==> src/rtl/dac_serializer_pkg.sv <==
`default_nettype none
// ============================================================================
// Module      : dac_serializer_pkg
// Description : Shared constants and helpers for the DAC serializer slice.
// Revision    : 1.0
// ============================================================================
package dac_serializer_pkg;

    localparam int unsigned ADDR_DIV  = 0;
    localparam int unsigned ADDR_CTRL = 1;
    localparam int unsigned ADDR_CLR  = 2;
    localparam int unsigned EN_BIT    = 0;
    localparam int unsigned DIV_WIDTH = 16;

    localparam logic [0:0] ST_IDLE = 1'b0;
    localparam logic [0:0] ST_RUN  = 1'b1;

    // A programmed divider of zero behaves like one.
    function automatic logic [DIV_WIDTH-1:0] eff_div(input logic [DIV_WIDTH-1:0] div);
        return (div == '0) ? DIV_WIDTH'(1) : div;
    endfunction

endpackage
`default_nettype wire

==> src/rtl/dac_serializer_fifo.sv <==
`default_nettype none
// ============================================================================
// Module      : sample_fifo
// Description : Synchronous FIFO with fall-through read data; a pop frees a
//               slot for a push on the same edge even when full.
// Revision    : 1.0
// ============================================================================
module sample_fifo #(
    parameter int WIDTH = 24,
    parameter int DEPTH = 4
) (
    input  logic                       Clk_CI,
    input  logic                       Rst_RBI,
    input  logic                       Push_SI,
    input  logic                       Pop_SI,
    input  logic [WIDTH-1:0]           Din_DI,
    output logic [WIDTH-1:0]           Dout_DO,
    output logic                       Full_SO,
    output logic                       Empty_SO,
    output logic [$clog2(DEPTH):0]     Count_DO
);

    localparam int PTR_W = $clog2(DEPTH);

    logic [WIDTH-1:0] mem_q [DEPTH];
    logic [PTR_W-1:0] wr_ptr_q, wr_ptr_d;
    logic [PTR_W-1:0] rd_ptr_q, rd_ptr_d;
    logic [PTR_W:0]   count_q, count_d;
    logic             do_push, do_pop;

    assign Empty_SO = (count_q == '0);
    assign Full_SO  = (count_q == (PTR_W+1)'(DEPTH));
    assign Count_DO = count_q;
    assign Dout_DO  = mem_q[rd_ptr_q];

    always_comb begin
        do_pop   = Pop_SI & ~Empty_SO;
        do_push  = Push_SI & (~Full_SO | do_pop);
        wr_ptr_d = do_push ? wr_ptr_q + 1'b1 : wr_ptr_q;
        rd_ptr_d = do_pop ? rd_ptr_q + 1'b1 : rd_ptr_q;
        count_d  = count_q;
        if (do_push && !do_pop) begin
            count_d = count_q + 1'b1;
        end else if (do_pop && !do_push) begin
            count_d = count_q - 1'b1;
        end
    end

    always_ff @(posedge Clk_CI or negedge Rst_RBI) begin
        if (!Rst_RBI) begin
            wr_ptr_q <= '0;
            rd_ptr_q <= '0;
            count_q  <= '0;
        end else begin
            wr_ptr_q <= wr_ptr_d;
            rd_ptr_q <= rd_ptr_d;
            count_q  <= count_d;
        end
    end

    always_ff @(posedge Clk_CI) begin
        if (do_push) begin
            mem_q[wr_ptr_q] <= Din_DI;
        end
    end

endmodule
`default_nettype wire

==> src/rtl/dac_serializer.sv <==
`default_nettype none
// ============================================================================
// Module      : dac_serializer
// Description : Buffers mono samples and sends each one left-justified in
//               both slots of a bit-clock / word-select / data DAC link.
// Revision    : 1.0
// ============================================================================
module dac_serializer
    import dac_serializer_pkg::*;
#(
    parameter int ADDR_WIDTH = 5,
    parameter int MEM_WIDTH  = 24,
    parameter int IN_WIDTH   = 24,
    parameter int FIFO_DEPTH = 4
) (
    input  logic                  Clk_CI,
    input  logic                  Rst_RBI,
    input  logic                  WrEn_SI,
    input  logic [ADDR_WIDTH-1:0] Addr_DI,
    input  logic [MEM_WIDTH-1:0]  PAR_In_DI,
    input  logic [IN_WIDTH-1:0]   SER_In_DI,
    input  logic                  SER_Valid_SI,
    output logic                  SER_Bclk_SO,
    output logic                  SER_Lrclk_SO,
    output logic                  SER_Data_SO,
    output logic                  SER_Overflow_SO,
    output logic                  SER_Underrun_SO
);

    localparam int CNT_W   = $clog2(2 * IN_WIDTH);
    localparam int BIT_W   = $clog2(IN_WIDTH);
    localparam int FCNT_W  = $clog2(FIFO_DEPTH) + 1;
    localparam int MEM_N   = 2 ** ADDR_WIDTH;

    logic [MEM_WIDTH-1:0] par_mem_q [MEM_N];
    logic [DIV_WIDTH-1:0] cfg_div;
    logic                 en;
    logic                 clr;

    logic [0:0]           state_q, state_d;
    logic [DIV_WIDTH-1:0] div_q, div_d;
    logic [DIV_WIDTH-1:0] div_cnt_q, div_cnt_d;
    logic [CNT_W-1:0]     cnt_q, cnt_d;
    logic [IN_WIDTH-1:0]  hold_q, hold_d;
    logic                 bclk_q, bclk_d;
    logic                 lrclk_q, lrclk_d;
    logic                 data_q, data_d;
    logic                 ovf_q, ovf_d;
    logic                 udr_q, udr_d;

    logic                 frame_load;
    logic                 shift_out;
    logic [BIT_W-1:0]     slot_bit;

    logic                 fifo_pop;
    logic                 fifo_full;
    logic                 fifo_empty;
    logic [IN_WIDTH-1:0]  fifo_dout;
    logic [FCNT_W-1:0]    fifo_count;

    always_ff @(posedge Clk_CI or negedge Rst_RBI) begin
        if (!Rst_RBI) begin
            for (int i = 0; i < MEM_N; i++) begin
                par_mem_q[i] <= '0;
            end
        end else if (WrEn_SI) begin
            par_mem_q[Addr_DI] <= PAR_In_DI;
        end
    end

    assign cfg_div = par_mem_q[ADDR_DIV][DIV_WIDTH-1:0];
    assign en      = par_mem_q[ADDR_CTRL][EN_BIT];
    assign clr     = WrEn_SI && (Addr_DI == ADDR_WIDTH'(ADDR_CLR));

    sample_fifo #(
        .WIDTH (IN_WIDTH),
        .DEPTH (FIFO_DEPTH)
    ) u_fifo (
        .Clk_CI   (Clk_CI),
        .Rst_RBI  (Rst_RBI),
        .Push_SI  (SER_Valid_SI),
        .Pop_SI   (fifo_pop),
        .Din_DI   (SER_In_DI),
        .Dout_DO  (fifo_dout),
        .Full_SO  (fifo_full),
        .Empty_SO (fifo_empty),
        .Count_DO (fifo_count)
    );

    always_ff @(posedge Clk_CI or negedge Rst_RBI) begin
        if (!Rst_RBI) begin
            state_q <= ST_IDLE;
        end else begin
            state_q <= state_d;
        end
    end

    always_comb begin
        state_d = state_q;
        case (state_q)
            ST_IDLE: if (en)  state_d = ST_RUN;
            default: if (!en) state_d = ST_IDLE;
        endcase
    end

    always_comb begin
        div_d      = div_q;
        div_cnt_d  = div_cnt_q;
        cnt_d      = cnt_q;
        hold_d     = hold_q;
        bclk_d     = bclk_q;
        lrclk_d    = lrclk_q;
        data_d     = data_q;
        frame_load = 1'b0;
        shift_out  = 1'b0;
        slot_bit   = '0;

        case (state_q)
            ST_IDLE: begin
                if (en) frame_load = 1'b1;
            end
            default: begin
                if (div_cnt_q == div_q - 1'b1) begin
                    div_cnt_d = '0;
                    if (!bclk_q) begin
                        bclk_d = 1'b1;
                    end else begin
                        // Falling edge of the bit clock advances to the next bit.
                        bclk_d    = 1'b0;
                        shift_out = 1'b1;
                        if (cnt_q == CNT_W'(2 * IN_WIDTH - 1)) begin
                            frame_load = 1'b1;
                        end else begin
                            cnt_d = cnt_q + 1'b1;
                        end
                    end
                end else begin
                    div_cnt_d = div_cnt_q + 1'b1;
                end
            end
        endcase

        if (!en) begin
            frame_load = 1'b0;
            shift_out  = 1'b0;
            div_cnt_d  = '0;
            cnt_d      = '0;
            hold_d     = '0;
            bclk_d     = 1'b0;
            lrclk_d    = 1'b0;
            data_d     = 1'b0;
        end

        if (frame_load) begin
            div_d     = eff_div(cfg_div);
            div_cnt_d = '0;
            cnt_d     = '0;
            bclk_d    = 1'b0;
            hold_d    = fifo_empty ? '0 : fifo_dout;
            shift_out = 1'b1;
        end

        if (shift_out) begin
            slot_bit = (cnt_d >= CNT_W'(IN_WIDTH)) ? BIT_W'(cnt_d - CNT_W'(IN_WIDTH))
                                                   : BIT_W'(cnt_d);
            lrclk_d  = (cnt_d >= CNT_W'(IN_WIDTH));
            data_d   = hold_d[BIT_W'(IN_WIDTH - 1) - slot_bit];
        end
    end

    assign fifo_pop = frame_load && (fifo_count != '0);

    // Setting a flag takes priority over a clear on the same edge.
    always_comb begin
        ovf_d = clr ? 1'b0 : ovf_q;
        udr_d = clr ? 1'b0 : udr_q;
        if (SER_Valid_SI && fifo_full && !fifo_pop) ovf_d = 1'b1;
        if (frame_load && fifo_empty)               udr_d = 1'b1;
    end

    always_ff @(posedge Clk_CI or negedge Rst_RBI) begin
        if (!Rst_RBI) begin
            div_q     <= '0;
            div_cnt_q <= '0;
            cnt_q     <= '0;
            hold_q    <= '0;
            bclk_q    <= 1'b0;
            lrclk_q   <= 1'b0;
            data_q    <= 1'b0;
            ovf_q     <= 1'b0;
            udr_q     <= 1'b0;
        end else begin
            div_q     <= div_d;
            div_cnt_q <= div_cnt_d;
            cnt_q     <= cnt_d;
            hold_q    <= hold_d;
            bclk_q    <= bclk_d;
            lrclk_q   <= lrclk_d;
            data_q    <= data_d;
            ovf_q     <= ovf_d;
            udr_q     <= udr_d;
        end
    end

    assign SER_Bclk_SO     = bclk_q;
    assign SER_Lrclk_SO    = lrclk_q;
    assign SER_Data_SO     = data_q;
    assign SER_Overflow_SO = ovf_q;
    assign SER_Underrun_SO = udr_q;

endmodule
`default_nettype wire
==> config.mk <==
export PLATFORM = sky130hd
export DESIGN_NAME = dac_serializer
export DESIGN_NICKNAME = d
export VERILOG_FILES = /design/src/rtl/dac_serializer_pkg.sv /design/src/rtl/dac_serializer_fifo.sv /design/src/rtl/dac_serializer.sv
export SDC_FILE = /design/constraint.sdc
export NUM_CORES = 1
export LEC_CHECK = 0
export CORE_MARGIN = 5
export CORE_UTILIZATION = 35
export CTS_CLUSTER_SIZE = 28
export DETAILED_ROUTE_END_ITERATION = 7
export PLACE_DENSITY = 0.6
export SYNTH_ARGS = -nofsm -noshare
export SYNTH_HDL_FRONTEND = slang
export SYNTH_HIERARCHICAL = 1
export SYNTH_SLANG_ARGS = --single-unit
==> constraint.sdc <==
create_clock -name Clk_CI -period 5.04 [get_ports Clk_CI]
set_clock_uncertainty 0.2 [all_clocks]
set_input_delay 1.008 -clock Clk_CI [delete_from_list [all_inputs] [get_ports Clk_CI]]
set_output_delay 1.008 -clock Clk_CI [all_outputs]
set_load 0.05 [all_outputs]
==> Word-level counts from Yosys, hierarchy flattened <==
Memory sizes are Yosys's and may differ from the RTL's.
Cells that the tools add are included.
{ "word_totals": {"regBits": 843, "mem_bits_rw": 96, "word_cells": 136, "n_memories": 1} }
{ "op_classes": {"n_addsub": 9, "n_lt_le_gt_ge": 4, "n_eq_ne": 7, "mux": 46, "bitwise_logic": 6, "reduce_logical": 18} }
{ "mem_list": {"columns": ["memory", "words", "width", "rd", "rd_ports_with_merged_regs", "wr", "line_no", "text"], "rows": [
  ["u_fifo.mem_q", 4, 24, 1, 0, 1, "dac_serializer_fifo.sv:25", "logic [WIDTH-1:0] mem_q [DEPTH];"]
]} }
{ "ops": {"columns": ["operator", "n"], "rows": [
  ["bitwise mux 768 bit", 1],
  ["demux 24 bit (select 5 bit)", 1],
  ["2-to-1 mux 24 bit", 4],
  ["2-to-1 mux 16 bit", 5],
  ["2-to-1 mux 6 bit", 6],
  ["2-to-1 mux 1 bit", 25],
  ["adder 16 x 1 -> 16 bit, second input constant", 1],
  ["== test 16 bit", 1],
  ["zero test 16 bit", 1],
  ["subtractor 16 x 1 -> 16 bit, second input constant", 1],
  ["logical AND 1 bit", 8],
  ["adder 6 x 1 -> 6 bit, second input constant", 1],
  ["== test 6 bit, second input constant", 1],
  ["greater-or-equal comparator 6 x 5 -> 1 bit, second input constant", 1],
  ["greater-or-equal comparator 6 bit, second input constant", 1],
  ["less-than comparator 5 x 6 -> 1 bit, second input constant", 1],
  ["less-than comparator 6 x 1 -> 1 bit, second input constant", 1],
  ["2-to-1 mux 3 bit", 2],
  ["!= test 3 x 1 -> 1 bit, second input constant", 2],
  ["NOT 5 -> 6 bit", 1],
  ["nonzero test 2 bit", 3],
  ["binary-select mux 1 bit (select 5 bit)", 1],
  ["== test 5 x 2 -> 1 bit, second input constant", 1],
  ["2-to-1 mux 5 bit", 1],
  ["14 further kinds", 19]
]} }

==> Logic depth before layout (Yosys ltp) <==
Gate-level depths: netlist (run 1).
{ "logic_depth": {"ltp_word": 14, "mapped_depth": 19, "mapped_depth_nobuf": 18} }

==> Cells and area by module <==
Netlist (run 1), hierarchy kept.
{ "by_module_without_submodules": {"columns": ["module", "n_inst", "cells_per_inst", "area_each_um2", "seq_area_each_um2"], "rows": [
  ["dac_serializer", 1, 434, 4596.9, 2127.0],
  ["sample_fifo", 1, 161, 3937.5, 3057.9]
]} }

==> Least setup slack after synthesis (run 1) <==
No wires, ideal clock.
{ "synth_path": {"path_type": "register -> register", "from": "register div_q[0]", "to": "register u_fifo.count_q[2] (netlist: u_fifo/Count_DO[2])", "setup_ns": 0.079, "arrival_ns": 4.506, "required_ns": 4.761, "slack_ns": 0.255, "stages_incl_launch_ff": 20, "path_buffers": 1, "path_cell_list": "dfrtp_1 inv_1 ha_1 or3b_2 nor2_2 o211ai_1 a311o_1 or4_4 nand2_4 nand2_1 clkbuf_1 nor2_1 inv_1 a21boi_2 ha_1 inv_1 fa_1 xor2_1 nor2_1 xor2_1"} }
{ "synth_between": {"elab_chain_len": 12} }
{ "synth_lines": {"columns": ["element", "line_no", "text"], "rows": [
  ["from (decl)", "dac_serializer.sv:41", "logic [DIV_WIDTH-1:0] div_q, div_d;"],
  ["from (signal assigned)", "dac_serializer.sv:193", "div_q <= div_d;"],
  ["subtractor 16 x 1 -> 16 bit (*)", "dac_serializer.sv:123", "if (div_cnt_q == div_q - 1'b1) begin"],
  ["== test 16 bit (*)", "dac_serializer.sv:123", null],
  ["2-to-1 mux 1 bit (*)", "dac_serializer.sv:123", null],
  ["2-to-1 mux 1 bit (*)", "dac_serializer.sv:118", "case (state_q)"],
  ["2-to-1 mux 1 bit (*)", "dac_serializer.sv:143", "if (!en) begin"],
  ["logical AND 1 bit (*)", "dac_serializer.sv:171", "assign fifo_pop = frame_load && (fifo_count != '0);"],
  ["via fifo_pop", "dac_serializer.sv:55", "logic fifo_pop;"],
  ["AND 1 bit (*)", "dac_serializer_fifo.sv:37", "do_pop = Pop_SI & ~Empty_SO;"],
  ["OR 1 bit (*)", "dac_serializer_fifo.sv:38", "do_push = Push_SI & (~Full_SO | do_pop);"],
  ["AND 1 bit (*)", "dac_serializer_fifo.sv:38", null],
  ["via u_fifo.do_push", "dac_serializer_fifo.sv:29", "logic do_push, do_pop;"],
  ["zero test 1 bit", "dac_serializer_fifo.sv:44", "end else if (do_pop && !do_push) begin"],
  ["logical AND 1 bit", "dac_serializer_fifo.sv:44", null],
  ["nonzero test 2 bit (no source line)", null, null],
  ["to (signal assigned)", "dac_serializer_fifo.sv:57", "count_q <= count_d;"],
  ["to (decl)", "dac_serializer_fifo.sv:28", "logic [PTR_W:0] count_q, count_d;"]
]} }
The timed path passes the listed nets; every way through them passes the cells marked *.
A chain may end at the register's enable or synchronous reset.

==> Worst setup path in the final report (run 1) <==
Same ends and word-level chain as after synthesis.

==> results of run 1 <==
metal layers:
layer	vias to the layer above	part of all wire, %
met4	0	0.73
met1	2592	43
met5	-	0
li1	2377	-
met2	65	53
met3	12	2.8
power groups by stage:
stage | Combinational, W | Sequential (W) | Clock, W
after floorplan | 0.00111 | 0.00215 | 0
after CTS | 0.00139 | 0.00224 | 0.00139
after detailed placement | 0.00138 | 0.00227 | 0
after global routing | 0.00151 | 0.00228 | 0.00145
final | 0.00137 | 0.00223 | 0.00135
after global placement | 0.00135 | 0.00225 | 0
state kept, by name, indices dropped and copies added, names as in the netlist, 2 cells and up:
signal           cells
u_fifo/mem_q        96
hold_q              24
cfg_div             16
div_cnt_q           16
div_q               16
cnt_q                6
u_fifo/Count_DO      3
u_fifo/rd_ptr_q      2
u_fifo/wr_ptr_q      2
worst min-delay path, stage by stage (launching register included):
cell	delay (ns)
dfrtp_1	0.35
nand2_1	0.05
o21ai_0	0.07
final cells by class:
type                            count  area, µm²  area share [%]
Tap cell                          324      405.4           4.031
Timing Repair Buffer               68      640.6           6.370
Inverter                           17      63.81          0.6345
Multi-Input combinational cell    371       3153           31.35
Clock inverter                     15      183.9           1.829
Sequential cell                   188       5185           51.56
Clock buffer                       17      425.4           4.230
cells in the mapped netlist (7+ instances only):
cell / n
a22o_1: 13
nand2_1: 29
ha_1: 9
nand3_1: 15
nor2_1: 45
edfxtp_1: 96
xnor2_1: 25
nor2b_1: 16
mux2_2: 38
nor4_1: 8
dfrtp_1: 92
nor3_1: 10
and3_1: 8
mux4_2: 18
nand2b_1: 7
xor2_1: 16
mux2i_1: 14
inv_1: 15
o21ai_0: 9
and2_1: 8
logic make-up (layout without fill, tap and decap cells):
family,count (synthesis),in the layout,synth area share [%]
AOI/OAI and AO/OA,67,67,6.114
xor gates and xnor gates,42,42,4.471
adders and majority gates,10,10,1.554
buffers and inverters,36,117,2.448
DFF,188,188,60.75
muxes,76,76,13.25
and+or+nand+nor,176,176,11.41
stage by stage:
stage          hold WS, ns  utilization [%]  setup slack, ns
2_1_floorplan       0.2478                -           0.2552
3_3_place_gp        0.2863            39.05           0.4714
3_5_place_dp        0.2931            39.05           0.3626
4_1_cts             0.3092            41.57           0.3224
5_1_grt             0.3314            41.60          0.03121
6_report            0.3087            41.60           0.3484
worst min path at each step:
stage,from,end,slack [ns],cells after the start
2_1_floorplan,en,state_q,0.25,0
3_5_place_dp,hold_q[10],hold_q[10],0.29,1
6_report,SER_Overflow_SO,SER_Overflow_SO,0.31,2
5_1_grt,hold_q[9],hold_q[9],0.33,1
4_1_cts,hold_q[10],hold_q[10],0.31,1
3_3_place_gp,hold_q[23],hold_q[23],0.29,2
repair_timing:
action | in CTS | in global routing
gates resized for setup | 0 | 1
setup buffers | 0 | 0
hold endpoints to repair | 0 | 0
setup endpoints to repair | 0 | 1
==> results by group, run 1 <==
Outcome
  • Status: finished, final reports clean

Timing
  • Setup TNS: 0 ns
  • Slew headroom: 37.74%
  • Final Max Slew Viols: 0
  • Finish-stage setup viols: 0
  • RSZ-0062 raised after global routing: no
  • Max frequency: 0.2131 GHz
  • Final Critical Period: 4.692 ns
  • Hold Vio Cnt, Final: 0
  • Final period util: 93.09%
  • Pin slew with the least headroom to its limit: 0.9339 ns

Worst setup path
  • Reg2reg start: div_q[0]
  • Setup crit start kind: flip-flop
  • Worst path cell trace: inv_1, ha_1, or3b_2, nor2_2, o211ai_1, a311o_1, or4_4, nand2_4, nand2_1, nor2_1, inv_1, a21boi_4, ha_1, inv_1, fa_1, xor2_1, nor2_1, xor2_1
  • CP required: 5.19 ns
  • CP endpoint kind: flip-flop
  • Slowest stage delay, CP: 0.59 ns
  • Critical-path top delay cell: or4_4
  • R2R depth: 18
  • Worst Path Buf+Inv: 3
  • Worst R2R End: u_fifo/Count_DO[2]
  • Top cell family by delay on the critical path: simple AND/OR/NAND/NOR gates
  • Max FO, Critical Path: 7
  • CP most frequent cell: inv_1
  • WS Path Type: reg2reg
  • WP data arrival: 4.84 ns
  • Worst path depth: 18
  • Reg2reg setup slack: 0.35 ns
  • Critical Path End: u_fifo/Count_DO[2]
  • Worst Setup SP: div_q[0]

Layout
  • Most used cells in the layout excluding fill and tap cells: edfxtp_1, dfrtp_1, clkdlybuf4s50_1, nor2_1, mux2_2
  • Total Nets Final: 730
  • Layout fillers: 2187
  • Final Cell Area: 10060 µm²
  • Commonest non-fill, non-tap cell in the layout: edfxtp_1
  • Antenna diode count: 0
  • Fin cells: 1000
  • Area growth, synth to finish: 17.84%
  • Fraction of layout cells with a size suffix above 1: 17.90%

Placed design
  • Port-buffer cells: 53
  • HPWL Detailed: 11860 µm
  • Placed instance count: 968
  • Placement Cell Area: 9440 µm²
  • Gp weighted congestion: 0.8676

GRT
  • Vias in the first global route: 5426
  • Largest net degree at the start of global routing: 62
  • GR Util met3: 2.642%
  • Antenna violations before repair: 0
  • All-Layer GR Usage: 12.69%
  • First-pass GRT wire length: 28340 µm
  • GR Util met1: 15.59%
  • Total gr overflow: 0
  • Routing usage on met2: 22.64%
  • Busiest grt layer: met2

Route
  • DR vias: 5046
  • First-pass DRT Iterations: 4
  • DRT iter0 DRCs: 263
  • Vias per cell: 5.046
  • Final Routed Wirelength: 17110 µm
  • Detail Route Antenna Nets: 0
  • Residual DRC: 0
  • WL per Instance: 17.11 µm

Hold path
  • Min-delay worst type: reg2reg

Floorplan
  • Row count: 57
  • Die area: 27610 µm²
  • IO Pins: 62
  • Core area: 24180 µm²
  • Initial core utilization: 35.30%
  • Die W: 166.2 µm
  • Die Ht: 166.2 µm

Synthesis
  • Post-synth cell types: 71
  • Number of synthesized flops with an enable pin: 96
  • Share of the synthesized area in the top cell type: 33.78%
  • Post-synthesis async set-or-reset flop share: 48.94%
  • Synth top area cells: edfxtp_1, dfrtp_1, mux2_2
  • Synth area leader: edfxtp_1
  • Dominant synthesized flop cell: edfxtp_1
  • Yosys warning count: 6
  • #FFs+latches synth: 188
  • Post-Synthesis Cell Area: 8534 µm²
  • Avg Inst Size Synth: 14.34 µm²
  • Register area share after synthesis: 60.75%
  • Syn_nets: 662
  • Cells after synthesis: 595

Power and ir drop
  • PwrDens: 492.5 nW/µm²
  • Static leakage: 3.828 nW
  • Sw frac: 32.89%
  • Peak supply drop: 0.2200 mV
  • Pwr Total: 0.004953 W
  • Flop pwr share: 45.0%
  • Int Power: 0.003324 W
  • Clock power share: 27.3%
  • Power share of the combinational group: 27.7%
  • NetSw: 0.001629 W

CTS
  • TritonCTS buffer count: 17
  • Worst-Skew Late Latency: 0.43 ns
  • Clock sink count: 188
  • CTS root buf: clkbuf_16
  • CTS Hold Bufs: 0
  • H-tree depth: 4
  • CTS max path bufs: 2
  • CTS tree: built
  • CTS clock-pin slew for the worst setup and hold paths: 0.08 ns

Run
  • Max-Cap Viols: 0
Note: power is estimated with default switching activity, not from simulation.
==> inputs of run 2 (changes only) <==
--- a/config.mk
+++ b/config.mk
@@ -10,6 +10,7 @@
 export CTS_CLUSTER_SIZE = 28
 export DETAILED_ROUTE_END_ITERATION = 7
 export PLACE_DENSITY = 0.6
+export SKIP_CTS_REPAIR_TIMING = 1
 export SYNTH_ARGS = -nofsm -noshare
 export SYNTH_HDL_FRONTEND = slang
 export SYNTH_HIERARCHICAL = 1
==> results of run 2 <==
The final DEF is identical to that of run 1; final timing and power are the same.
==> inputs of run 3 (changes only) <==
--- a/config.mk
+++ b/config.mk
@@ -5,6 +5,8 @@
 export SDC_FILE = /design/constraint.sdc
 export NUM_CORES = 1
 export LEC_CHECK = 0
+export ABC_CLOCK_PERIOD_IN_PS = 5040
+export CAP_MARGIN = 15
 export CORE_MARGIN = 5
 export CORE_UTILIZATION = 35
 export CTS_CLUSTER_SIZE = 28
==> results of run 3 <==
The final DEF is identical to that of run 1; final timing and power are the same.
